===== config.mk =====
export PLATFORM = sky130hd
export DESIGN_NAME = voice_allocator
export DESIGN_NICKNAME = d
export VERILOG_FILES = /design/src/rtl/synth_pkg.sv /design/src/rtl/voice_mixer.sv /design/src/rtl/voice_allocator.sv
export SDC_FILE = /design/constraint.sdc
export NUM_CORES = 1
export LEC_CHECK = 0
export CORE_MARGIN = 1
export CORE_UTILIZATION = 61
export CTS_CLUSTER_DIAMETER = 30
export DETAILED_ROUTE_END_ITERATION = 12
export DONT_BUFFER_PORTS = 1
export PLACE_DENSITY = 0.89
export SYNTH_ARGS = -nofsm -noshare
export SYNTH_HDL_FRONTEND = slang
export SYNTH_SLANG_ARGS = --single-unit
export TNS_END_PERCENT = 100

===== constraint.sdc =====
create_clock -name clk_in -period 7.4 [get_ports clk_in]
set_input_delay 2.22 -clock clk_in [delete_from_list [all_inputs] [get_ports clk_in]]
set_output_delay 2.22 -clock clk_in [all_outputs]
set_load 0.05 [all_outputs]

===== src/rtl/synth_pkg.sv =====
// Shared constants and voice-table types for the synth voice path.
package synth_pkg;
  localparam int NUM_OSCILLATORS = 4;
  localparam int SAMPLE_WIDTH = 16;
  localparam int RATE_WIDTH = 24;
  localparam int AGE_W = $clog2(NUM_OSCILLATORS) + 1;

  typedef logic [6:0] note_t;
  typedef logic [RATE_WIDTH-1:0] rate_t;
  typedef logic [AGE_W-1:0] age_t;

  typedef struct packed {
    logic  gate;
    note_t note;
    age_t  age;
    rate_t rate;
  } voice_t;

  typedef enum logic [1:0] {
    EV_NONE,
    EV_ON,
    EV_OFF
  } ev_t;

  function automatic age_t age_inc(input age_t a);
    return (a == '1) ? a : age_t'(a + 1'b1);
  endfunction
endpackage


===== src/rtl/voice_mixer.sv =====
// Two-stage gated sum of per-voice samples with fixed 1/N attenuation.
module voice_mixer #(
  parameter int N = 4,
  parameter int SAMPLE_WIDTH = 16
) (
  input  logic                      clk_i,
  input  logic                      rst_i,
  input  logic [N-1:0]              gate_i,
  input  logic [N*SAMPLE_WIDTH-1:0] samples_i,
  output logic [SAMPLE_WIDTH-1:0]   stream_o
);
  localparam int LW = $clog2(N);
  localparam int AW = SAMPLE_WIDTH + LW;

  logic signed [AW-1:0] sum_d, sum_q;
  logic signed [AW-1:0] term;
  logic signed [AW-1:0] shifted;
  logic [SAMPLE_WIDTH-1:0] s;
  logic [SAMPLE_WIDTH-1:0] stream_d, stream_q;

  always_comb begin
    sum_d = '0;
    term = '0;
    s = '0;
    for (int i = 0; i < N; i++) begin
      s = samples_i[i*SAMPLE_WIDTH +: SAMPLE_WIDTH];
      term = gate_i[i] ? {{LW{s[SAMPLE_WIDTH-1]}}, s} : '0;
      sum_d = sum_d + term;
    end
  end

  always_comb begin
    shifted = sum_q >>> LW;
    stream_d = shifted[SAMPLE_WIDTH-1:0];
  end

  always_ff @(posedge clk_i) begin
    if (rst_i) begin
      sum_q <= '0;
      stream_q <= '0;
    end else begin
      sum_q <= sum_d;
      stream_q <= stream_d;
    end
  end

  assign stream_o = stream_q;
endmodule


===== src/rtl/voice_allocator.sv =====
// Note-event voice allocator with oldest-voice stealing, feeding the mixer.
module voice_allocator
  import synth_pkg::*;
(
  input  logic                                  clk_in,
  input  logic                                  rst_in,
  input  logic                                  valid_in,
  input  logic                                  note_on_in,
  input  logic [6:0]                            note_in,
  input  logic [RATE_WIDTH-1:0]                 rate_in,
  output logic [NUM_OSCILLATORS-1:0]            is_on_out,
  output logic [NUM_OSCILLATORS*RATE_WIDTH-1:0] rate_out,
  output logic [$clog2(NUM_OSCILLATORS):0]      active_count_out,
  input  logic [NUM_OSCILLATORS*SAMPLE_WIDTH-1:0] samples_in,
  output logic [SAMPLE_WIDTH-1:0]               stream_out
);
  localparam int N = NUM_OSCILLATORS;
  localparam int IW = $clog2(N);
  localparam int CW = IW + 1;

  voice_t [N-1:0] v_q, v_d;
  logic [CW-1:0] cnt_q, cnt_d;
  ev_t ev;

  logic hit, free;
  logic [IW-1:0] hit_idx, free_idx, steal_idx, sel;
  age_t best_age;

  always_comb begin
    ev = EV_NONE;
    if (valid_in && note_on_in && rate_in != '0) ev = EV_ON;
    else if (valid_in && !note_on_in) ev = EV_OFF;
  end

  // Lowest-index wins for all three searches
  always_comb begin
    hit = 1'b0;
    hit_idx = '0;
    free = 1'b0;
    free_idx = '0;
    steal_idx = '0;
    best_age = v_q[0].age;
    for (int i = 0; i < N; i++) begin
      if (v_q[i].gate && v_q[i].note == note_in && !hit) begin
        hit = 1'b1;
        hit_idx = IW'(i);
      end
      if (!v_q[i].gate && !free) begin
        free = 1'b1;
        free_idx = IW'(i);
      end
      if (i > 0 && v_q[i].age > best_age) begin
        best_age = v_q[i].age;
        steal_idx = IW'(i);
      end
    end
    sel = hit ? hit_idx : (free ? free_idx : steal_idx);
  end

  always_comb begin
    v_d = v_q;
    unique case (1'b1)
      ev == EV_ON: begin
        for (int i = 0; i < N; i++) begin
          if (IW'(i) == sel) begin
            v_d[i].gate = 1'b1;
            v_d[i].note = note_in;
            v_d[i].rate = rate_in;
            v_d[i].age = '0;
          end else if (v_q[i].gate) begin
            v_d[i].age = age_inc(v_q[i].age);
          end
        end
      end
      ev == EV_OFF: begin
        for (int i = 0; i < N; i++) begin
          if (v_q[i].gate && v_q[i].note == note_in) begin
            v_d[i].gate = 1'b0;
            v_d[i].age = '0;
          end
        end
      end
      default: ;
    endcase
  end

  always_comb begin
    cnt_d = '0;
    for (int i = 0; i < N; i++)
      cnt_d = cnt_d + {{(CW-1){1'b0}}, v_d[i].gate};
  end

  always_ff @(posedge clk_in) begin
    if (rst_in) begin
      v_q <= '0;
      cnt_q <= '0;
    end else begin
      v_q <= v_d;
      cnt_q <= cnt_d;
    end
  end

  always_comb begin
    is_on_out = '0;
    rate_out = '0;
    for (int i = 0; i < N; i++) begin
      is_on_out[i] = v_q[i].gate;
      rate_out[i*RATE_WIDTH +: RATE_WIDTH] = v_q[i].rate;
    end
  end

  assign active_count_out = cnt_q;

  voice_mixer #(
    .N(N),
    .SAMPLE_WIDTH(SAMPLE_WIDTH)
  ) u_mixer (
    .clk_i(clk_in),
    .rst_i(rst_in),
    .gate_i(is_on_out),
    .samples_i(samples_in),
    .stream_o(stream_out)
  );
endmodule


==> results of run 1 <==
## critical path, stage by stage, from the launching register on
cell and delay, ns:
dfxtp_1 0.36, inv_1 0.08, ha_1 0.32, nand3b_1 0.11, a32oi_1 0.36, mux2_2 0.41
ha_1 0.17, nand3b_1 0.19, a32oi_1 0.28, nor2_1 0.09, a21oi_1 0.14, ha_1 0.25
a32oi_1 0.23, o311ai_0 0.21, a311oi_1 0.76, nand4b_1 0.25, nand2_1 0.15, fa_1 0.44
ha_1 0.21, ha_1 0.26, nor2b_1 0.12
## state kept, by name (all words and copies together) (netlist names)
signal,flops
v_q,40
rate_out,96
u_mixer.sum_q,16
is_on_out,4
active_count_out,3
u_mixer.stream_o,16
## synth_stat cells, drive strengths merged, types with 2 or more instances
master	instances	area, um^2
dfxtp	175	3500
nor2	152	571
mux2i	133	1330
buf	123	925
nand2	62	233
inv	41	154
fa	34	681
ha	34	425
clkbuf	26	97.6
nor2b	26	163
and2	21	131
a21oi	20	100
xnor2	20	175
xor2	17	149
nand3	15	75.1
nand2b	14	87.6
o21ai	11	55.1
nor4	9	62.6
nand4	8	50.1
nor3	8	40.0
a211oi	5	55.1
a21o	5	37.5
nand3b	5	37.5
mux2	4	45.0
a32oi	3	26.3
and3	3	18.8
nand4b	3	26.3
o211ai	3	22.5
o221ai	3	32.5
or2	3	18.8
a311o	2	20.0
a32o	2	20.0
o21bai	2	15.0
o311a	2	20.0
o311ai	2	25.0
## power by group through the flow
stage,clock network [mW],logic (mW),registers [mW]
finish,0.850,0.113,1.02
global route,0.902,0.126,1.02
CTS,0.860,0.113,1.02
detailed placement,0,0.112,1.04
global placement,0,0.108,1.04
floorplan,0,0.161,1.00
## metrics by stage
stage | hold WS [ns] | setup WS [ns] | instances | util, % | area [um^2]
2_1_floorplan | 0.414 | 2.25 | 1009 | - | 9540
6_report | 0.434 | 1.89 | 1111 | 61.6 | 9400
5_1_grt | 0.452 | 1.53 | 1111 | 61.6 | 9400
4_1_cts | 0.436 | 1.99 | 1110 | 61.6 | 9400
3_3_place_gp | 0.417 | 2.00 | 1079 | 58.0 | 8850
3_5_place_dp | 0.421 | 1.85 | 1079 | 58.0 | 8850
## layout by cell type, fill, tap and decap left out, types with 11 or more instances in the layout
cell,Yosys,final
nand3_1,15,15
xor2_1,17,17
nor2b_1,26,26
nor2_1,152,152
mux2i_1,133,133
ha_1,34,34
xnor2_1,20,20
a21oi_1,20,20
clkbuf_16,0,17
dfxtp_1,175,175
nand2_1,62,62
o21ai_0,11,11
fa_1,34,34
and2_1,21,21
inv_1,41,41
nand2b_1,14,14
## layer usage
metal  track usage (%)  wire [um]  vias to the layer above
met5                 0          0                        -
met4              8.96        369                        0
met3              6.37       1130                       36
met2              40.6       9610                      208
met1              29.1       8130                     2977
li1                  -          -                     2996
## area by class of cell
class | instances | share of cell area [%]
repair buffers | 8 | 0.639
clock buffers | 19 | 4.71
diodes | 1 | 0.0266
well taps | 211 | 2.81
flip-flops and latches | 175 | 37.3
clock inverters | 12 | 1.17
inverters | 41 | 1.64
multi-input cells | 644 | 51.7
## logic make-up after synthesis
kind of cell               Yosys count  synth area share, %
and+or+nand+nor                    333                 16.2
buffers and inverters              190                 12.3
xor gates and xnor gates            37                 3.40
adders and majority gates           68                 11.6
AOI/OAI and AO/OA                   69                 5.31
muxes                              137                 14.4
DFF                                175                 36.7
## worst paths after layout
kind,startpoint,endpoint,cells past startpoint
worst max-delay path,v_q[26],active_count_out[1],20
worst min-delay path,u_mixer.sum_q[5],u_mixer.stream_o[3],1
worst max register to register,v_q[26],active_count_out[1],20
worst min register to register,u_mixer.sum_q[5],u_mixer.stream_o[3],1
==> results.yml, run 1 <==
sta:
  fmax_ghz: 0.181
  finalCritPeriodShare_pct: 74.5
  slew_viol_final: 0
  rsz0062_at_grt: "no"
  worst_pin_slew_ns: 0.939
  setup_viol: 0
  skew_ns: 0.00772
  relSlewSlack_pct: 37.1
  fin_setup_tns_ns: 0
  final_hold_viol_count: 0
  period_needed_ns: 5.51
critical_path:
  crit_arrival_ns: 5.83
  cp-start-kind: "register"
  critPathKind: "reg2reg"
  required_ns: 7.72
  endpoint_kind: "register"
  worstPathMaxFanout: 4
  r2r_slack_ns: 1.89
clock_tree:
  ctsHoldBuffers: 0
  cts-root-buf: "clkbuf_16"
  htreeDepth: 4
  clock_path_buffers: 2
  cts_setup_buffers: 0
  path_clk_slew_ns: 0.07
  clkSinkCount: 175
  postCtsResizedCells: 0
  cts_tree: "yes"
  clk_latency_ns: 0.42
  cts_made_buffers: 17
floorplanning:
  rows: 45
  fp.dieH_um: 127
  fp.dieW_um: 127
  pin_count: 218
  die_area_um2: 16100
  initial_utilization_pct: 62.5
  core_um2: 15300
power_and_ir_drop:
  p_comb_share_pct: 5.7
  swShare_pct: 25.0
  internal-power_mw: 1.49
  total_power_mw: 1.98
  p_clk_share_pct: 42.9
  power_frac_seq_pct: 51.4
  power_leakage_nw: 4.26
  switching_power_uw: 496
  ir_worst_vdd_uv: 209
  power-per-cell-area_nw_per_um2: 211
synthesis:
  synth_flop_cell: "dfxtp_1"
  ys_warn_count: 0
  seq_area_frac_synth_pct: 36.7
  async_reset_ff_share_pct: 0
  synth_nets: 1176
  ys_ff_latch: 175
  netlist_area_um2: 9540
  synth_cells: 1009
  synth.distinct_cells: 56
  syn_avg_cell_area_um2: 9.45
  synth_edf_count: 0
detailed_routing:
  vias: 6217
  drc: 0
  drtAntennaViolNets: 0
  drt_iter0_drc: 372
  avgViaCountPerCell: 5.60
  wire_per_inst_um: 17.3
  drt_wl_total_um: 19200
  drt-pass1-iter-count: 5
finish:
  layout.nets: 1054
  ff_latch_area_um2: 3500
  multi_input_area_um2: 4870
  drive_above_1_share_pct: 5.78
  fillCellCount: 1241
  area_delta_synth_final_pct: -1.42
global_route:
  grt_use_total_pct: 23.9
  grt_pass1_vias: 6001
  antenna_found_initial: 1
  grt_overflow: 0
  grt_pass1_wl_um: 30300
  grt_max_degree: 181
placed_design:
  port_buffers: 0
  hpwl_um: 13500
  gp_congestion: 0.898
outcome:
  status: "completed"
min_path:
  hp-class: "reg2reg"
job:
  cap_violations: 0
Note: power is estimated with default switching activity, not from simulation.
==> run 2: changes to the inputs <==
--- a/config.mk
+++ b/config.mk
@@ -6,11 +6,11 @@
 export NUM_CORES = 1
 export LEC_CHECK = 0
 export CORE_MARGIN = 1
-export CORE_UTILIZATION = 61
+export CORE_UTILIZATION = 58
 export CTS_CLUSTER_DIAMETER = 30
 export DETAILED_ROUTE_END_ITERATION = 12
 export DONT_BUFFER_PORTS = 1
-export PLACE_DENSITY = 0.89
+export PLACE_DENSITY = 0.88
 export SYNTH_ARGS = -nofsm -noshare
 export SYNTH_HDL_FRONTEND = slang
 export SYNTH_SLANG_ARGS = --single-unit
==> constraint.sdc (replaced) <==
create_clock -name clk_in -period 4.9 [get_ports clk_in]
set_input_delay 1.47 -clock clk_in [delete_from_list [all_inputs] [get_ports clk_in]]
set_output_delay 1.47 -clock clk_in [all_outputs]
set_load 0.05 [all_outputs]
==> run 2 against run 1 <==
  * Sequential power grew 51%
  * Total power grew 51%
  * Global-route usage shrank 0.44 points
  * Clock skew grew 0.0043 ns
  * Via count grew 2.5%
  * Critical path type unchanged
  * Largest power group unchanged
==> results.yml, run 2 (synthesis gave the netlist of run 1 again) <==
floorplanning:
  initial_utilization_pct: 59.8
  rows: 46
  die_area_um2: 17000
  fp.dieW_um: 130
  core_um2: 15900
  fp.dieH_um: 130
  pin_count: 218
global_route:
  grt_pass1_vias: 6153
  antenna_found_initial: 0
  grt_overflow: 0
  grt_pass1_wl_um: 30600
  grt_max_degree: 181
  grt_use_total_pct: 23.5
clock_tree:
  clock_path_buffers: 2
  path_clk_slew_ns: 0.07
  cts-root-buf: "clkbuf_16"
  cts_made_buffers: 17
  clk_latency_ns: 0.42
  clkSinkCount: 175
  cts_tree: "yes"
  htreeDepth: 4
placed_design:
  gp_congestion: 0.875
  hpwl_um: 13900
  port_buffers: 0
  placed_area_um2: 8930
critical_path:
  cp-start-kind: "register"
  critPathKind: "reg2reg"
  endpoint_kind: "register"
  crit_arrival_ns: 5.18
  r2r-start: "v_q[25]"
  required_ns: 5.20
  rr_endpoint: "active_count_out[1]"
  r2r_slack_ns: 0.03
  endpoint: "active_count_out[1]"
  setup.worst_path.start: "v_q[25]"
  worstPathMaxFanout: 3
  ff2ff_path_depth: 22
power_and_ir_drop:
  power-per-cell-area_nw_per_um2: 309
  power_leakage_nw: 4.37
  total_power_mw: 2.99
  ir_worst_vdd_uv: 331
sta:
  final_hold_viol_count: 0
  worst_pin_slew_ns: 0.733
  fin_setup_tns_ns: 0
  relSlewSlack_pct: 51.1
  finalCritPeriodShare_pct: 99.4
  slew_viol_final: 0
  setup_viol: 0
  period_needed_ns: 4.87
  skew_ns: 0.0121
  rsz0062_at_grt: "yes"
  fmax_ghz: 0.205
detailed_routing:
  avgViaCountPerCell: 5.61
  drt-pass1-iter-count: 5
  drtAntennaViolNets: 0
  drc: 0
  wire_per_inst_um: 17.9
  drt_iter0_drc: 429
  vias: 6370
  drt_wl_total_um: 20300
min_path:
  hp-class: "reg2reg"
  hold_path_depth: 1
finish:
  area_delta_synth_final_pct: 1.65
  final_cell_mix: "dfxtp_1, nor2_1, mux2i_1"
  layout.nets: 1073
  fillCellCount: 1348
  antenna_cells: 0
  ff_latch_area_um2: 3510
  final_area_um2: 9700
  multi_input_area_um2: 4990
  drive_above_1_share_pct: 10.4
  final_common_cell: "dfxtp_1"
  post-route-util_pct: 60.8
  largest_reg_flops: 96
job:
  cap_violations: 0
outcome:
  status: "completed"
-- run 2: layout make-up --
type / count / share of cell area, %
multi-input cells: 644 / 51.4
well taps: 216 / 2.79
clock buffers: 17 / 4.39
repair buffers: 27 / 2.26
inverters: 41 / 1.59
flip-flops and latches: 175 / 36.2
clock inverters: 15 / 1.34
-- run 2: worst min path at each step --
stage | from | end | slack, ns
after floorplan | u_mixer.sum_q[2] | u_mixer.stream_o[0] | 0.41
after global placement | u_mixer.sum_q[2] | u_mixer.stream_o[0] | 0.42
after detailed placement | u_mixer.sum_q[5] | u_mixer.stream_o[3] | 0.42
after CTS | u_mixer.sum_q[5] | u_mixer.stream_o[3] | 0.44
after global routing | u_mixer.sum_q[5] | u_mixer.stream_o[3] | 0.45
final | u_mixer.sum_q[5] | u_mixer.stream_o[3] | 0.44
-- run 2: per-stage QoR --
step | instances | hold WS (ns) | worst slack [ns]
CTS | 1128 | 0.438 | 0.00178
floorplan | 1009 | 0.414 | 0.0417
detailed placement | 1091 | 0.423 | -0.00241
global placement | 1091 | 0.419 | 0.173
finish | 1135 | 0.436 | 0.0274
global route | 1135 | 0.454 | -0.168
-- run 2: report_power, final --
part | total (mW) | leakage (nW) | internal [mW] | switching (mW)
logic | 0.185 | 2.69 | 0.0857 | 0.0990
registers | 1.54 | 1.42 | 1.45 | 0.0878
clock network | 1.27 | 0.259 | 0.664 | 0.606
-- run 2: worst max-delay path, cell delays in order, from the launching register on --
cell and delay (ns):
dfxtp_2 0.35, inv_2 0.06, ha_4 0.26, nand3b_1 0.12
a32oi_2 0.26, mux2_4 0.35, ha_4 0.16, nand3b_1 0.22
a32o_2 0.30, nand2_1 0.07, o21ai_1 0.07, ha_1 0.32
nand3b_1 0.09, a32oi_2 0.21, o311ai_2 0.17, a311oi_1 0.31
buf_4 0.20, nand4b_1 0.14, nand2_1 0.14, fa_1 0.43
ha_2 0.21, ha_4 0.20, nor2b_1 0.12
-- run 2: repair_timing --
action,CTS,global route
pin swaps,5,13
hold buffers,0,0
gates resized for setup,7,20
setup buffers,5,7
endpoints found under the setup margin,1,87
-- run 2: metal layers --
metal / up-vias / global-route usage, % / part of all wire (%)
met3: 32 / 7.95 / 7.3
met5: - / 0 / 0
met1: 3058 / 29.3 / 42
met2: 244 / 37.5 / 48
met4: 0 / 8.62 / 2.3
li1: 3036 / - / -
==> run 3: changes to the inputs <==
--- a/config.mk
+++ b/config.mk
@@ -6,11 +6,12 @@
 export NUM_CORES = 1
 export LEC_CHECK = 0
 export CORE_MARGIN = 1
-export CORE_UTILIZATION = 58
+export CORE_UTILIZATION = 60
+export CTS_BUF_LIST = sky130_fd_sc_hd__clkbuf_4 sky130_fd_sc_hd__clkbuf_8
 export CTS_CLUSTER_DIAMETER = 30
 export DETAILED_ROUTE_END_ITERATION = 12
 export DONT_BUFFER_PORTS = 1
-export PLACE_DENSITY = 0.88
+export PLACE_DENSITY = 0.91
 export SYNTH_ARGS = -nofsm -noshare
 export SYNTH_HDL_FRONTEND = slang
 export SYNTH_SLANG_ARGS = --single-unit
==> run 3 against run 2 <==
  * Clock power down 24%
  * Wire length shrank 2.7%
  * Setup slack got worse by 0.0042 ns
  * First-iteration DRC count down 5.6%
  * Maximum frequency about the same
  * Clock skew up 0.0017 ns
  * Final area down 1.6%
  * Non-clock buffer count is the same
  * Largest power group unchanged
==> results.yml, run 3 (synthesis gave the netlist of run 1 again) <==
global_route:
  grt_overflow: 0
  grt_max_degree: 181
  antenna_found_initial: 0
  grt_pass1_vias: 6188
  grt_use_total_pct: 23.7
  grt_pass1_wl_um: 30500
detailed_routing:
  drt_iter0_drc: 405
  drc: 0
  drtAntennaViolNets: 0
  drt-met1-wl_um: 8470
  drt_wl_total_um: 19800
  vias: 6410
  avgViaCountPerCell: 5.67
  maxUsedRoutingLayer: "met4"
  wire_per_inst_um: 17.5
  drt-pass1-iter-count: 5
  wl_met3_um: 1050
  wl_met2_um: 9840
power_and_ir_drop:
  power-per-cell-area_nw_per_um2: 282
  power_leakage_nw: 4.30
  ir_worst_vdd_uv: 202
finish:
  drive_above_1_share_pct: 10.6
  area_delta_synth_final_pct: 0.0524
  final_cell_mix: "dfxtp_1, nor2_1, mux2i_1"
  final_common_cell: "dfxtp_1"
  largest_reg_flops: 96
  fillCellCount: 1249
  post-route-util_pct: 62.1
  layout.nets: 1073
sta:
  finalCritPeriodShare_pct: 99.5
  skew_ns: 0.0138
  fmax_ghz: 0.205
  worst_pin_slew_ns: 0.825
  setup_viol: 0
  slew_viol_final: 0
  rsz0062_at_grt: "yes"
  timing.hold.ws_ns: 0.437
  relSlewSlack_pct: 44.9
  final_hold_viol_count: 0
  period_needed_ns: 4.88
critical_path:
  crit_arrival_ns: 5.23
  cp_top_family: "adder cells"
  cp-start-kind: "register"
  crit_chain: "inv_2, ha_4, nand3b_1, a32oi_2, mux2_4, ha_4, nand3b_1, a32o_2, nand2_1, o21ai_1, ha_1, nand3b_1, a32oi_2, o311ai_2, a311oi_1, buf_4, a211oi_4, a21o_1, fa_1, ha_2, ha_4, nor2b_1"
  critPathKind: "reg2reg"
  endpoint_kind: "register"
  required_ns: 5.25
  critPathBufInv: 2
  cpMaxStageDelayCell: "fa_1"
  cpPeakStageDelay_ns: 0.49
  worstPathMaxFanout: 4
floorplanning:
  initial_utilization_pct: 62.1
  rows: 45
  fp.dieW_um: 128
  pin_count: 218
  fp.dieH_um: 128
  die_area_um2: 16400
  core_um2: 15400
clock_tree:
  clkSinkCount: 175
  clk_latency_ns: 0.45
  cts_tree: "yes"
  cts-root-buf: "clkbuf_8"
  cts_made_buffers: 17
  clock_path_buffers: 2
  path_clk_slew_ns: 0.10
  htreeDepth: 4
min_path:
  hp-class: "reg2reg"
job:
  cap_violations: 0
placed_design:
  hpwl_um: 13600
  port_buffers: 0
  gp_congestion: 0.905
outcome:
  status: "completed"
run 3: layout make-up:
type                    count  area (um^2)  area share [%]
clock inverters            12          119            1.25
clock buffers              20          275            2.88
flip-flops and latches    175         3510            36.8
diodes                      1         2.50          0.0262
inverters                  41          154            1.61
well taps                 211          264            2.77
multi-input cells         644         5000            52.4
repair buffers             27          215            2.26
run 3: metal layers:
| layer | vias to the layer above | global-route usage (%) |
|---|---|---|
| li1 | 3032 | - |
| met1 | 3150 | 29.1 |
| met2 | 188 | 39.5 |
| met3 | 40 | 6.64 |
| met4 | 0 | 8.44 |
| met5 | - | 0 |
run 3: worst register-to-register path, delay by kind of cell (launching register included):
family / cells / cell delay (ns)
adders and majority gates: 6 / 1.62
muxes: 1 / 0.35
and+or+nand+nor: 5 / 0.62
AOI/OAI and AO/OA: 8 / 1.59
DFF: 1 / 0.35
buffers and inverters: 2 / 0.26
run 3: where the power goes:
part | internal (mW) | total (mW) | switching (mW)
registers | 1.45 | 1.54 | 0.0883
logic | 0.0832 | 0.182 | 0.0985
clock network | 0.415 | 0.971 | 0.556
run 3: stage by stage:
stage               setup slack [ns]  cell area [um^2]  total power [mW]  instances  TNS (ns)
floorplan                     0.0417              9550              1.75       1009         0
CTS                           0.0473              9340              2.71       1121         0
global route                  -0.194              9540              2.80       1130    -0.716
detailed placement            -0.136              8910              1.74       1085    -0.178
finish                        0.0232              9540              2.69       1131         0
global placement              0.0712              8910              1.74       1085         0
run 3: repair_timing:
action,CTS,global route
buffers inserted,4,9
pin swaps,2,18
cloned,0,0
setup endpoints to repair,3,56
hold buffers,0,0
resized for setup,1,28
run 3: final timing paths:
path                         start                   to  slack, ns  depth (start not counted)
setup / recovery           v_q[25]  active_count_out[1]       0.02                         22
hold reg to reg   u_mixer.sum_q[7]  u_mixer.stream_o[5]       0.44                          1
hold / removal    u_mixer.sum_q[7]  u_mixer.stream_o[5]       0.44                          1
setup reg to reg           v_q[25]  active_count_out[1]       0.02                         22
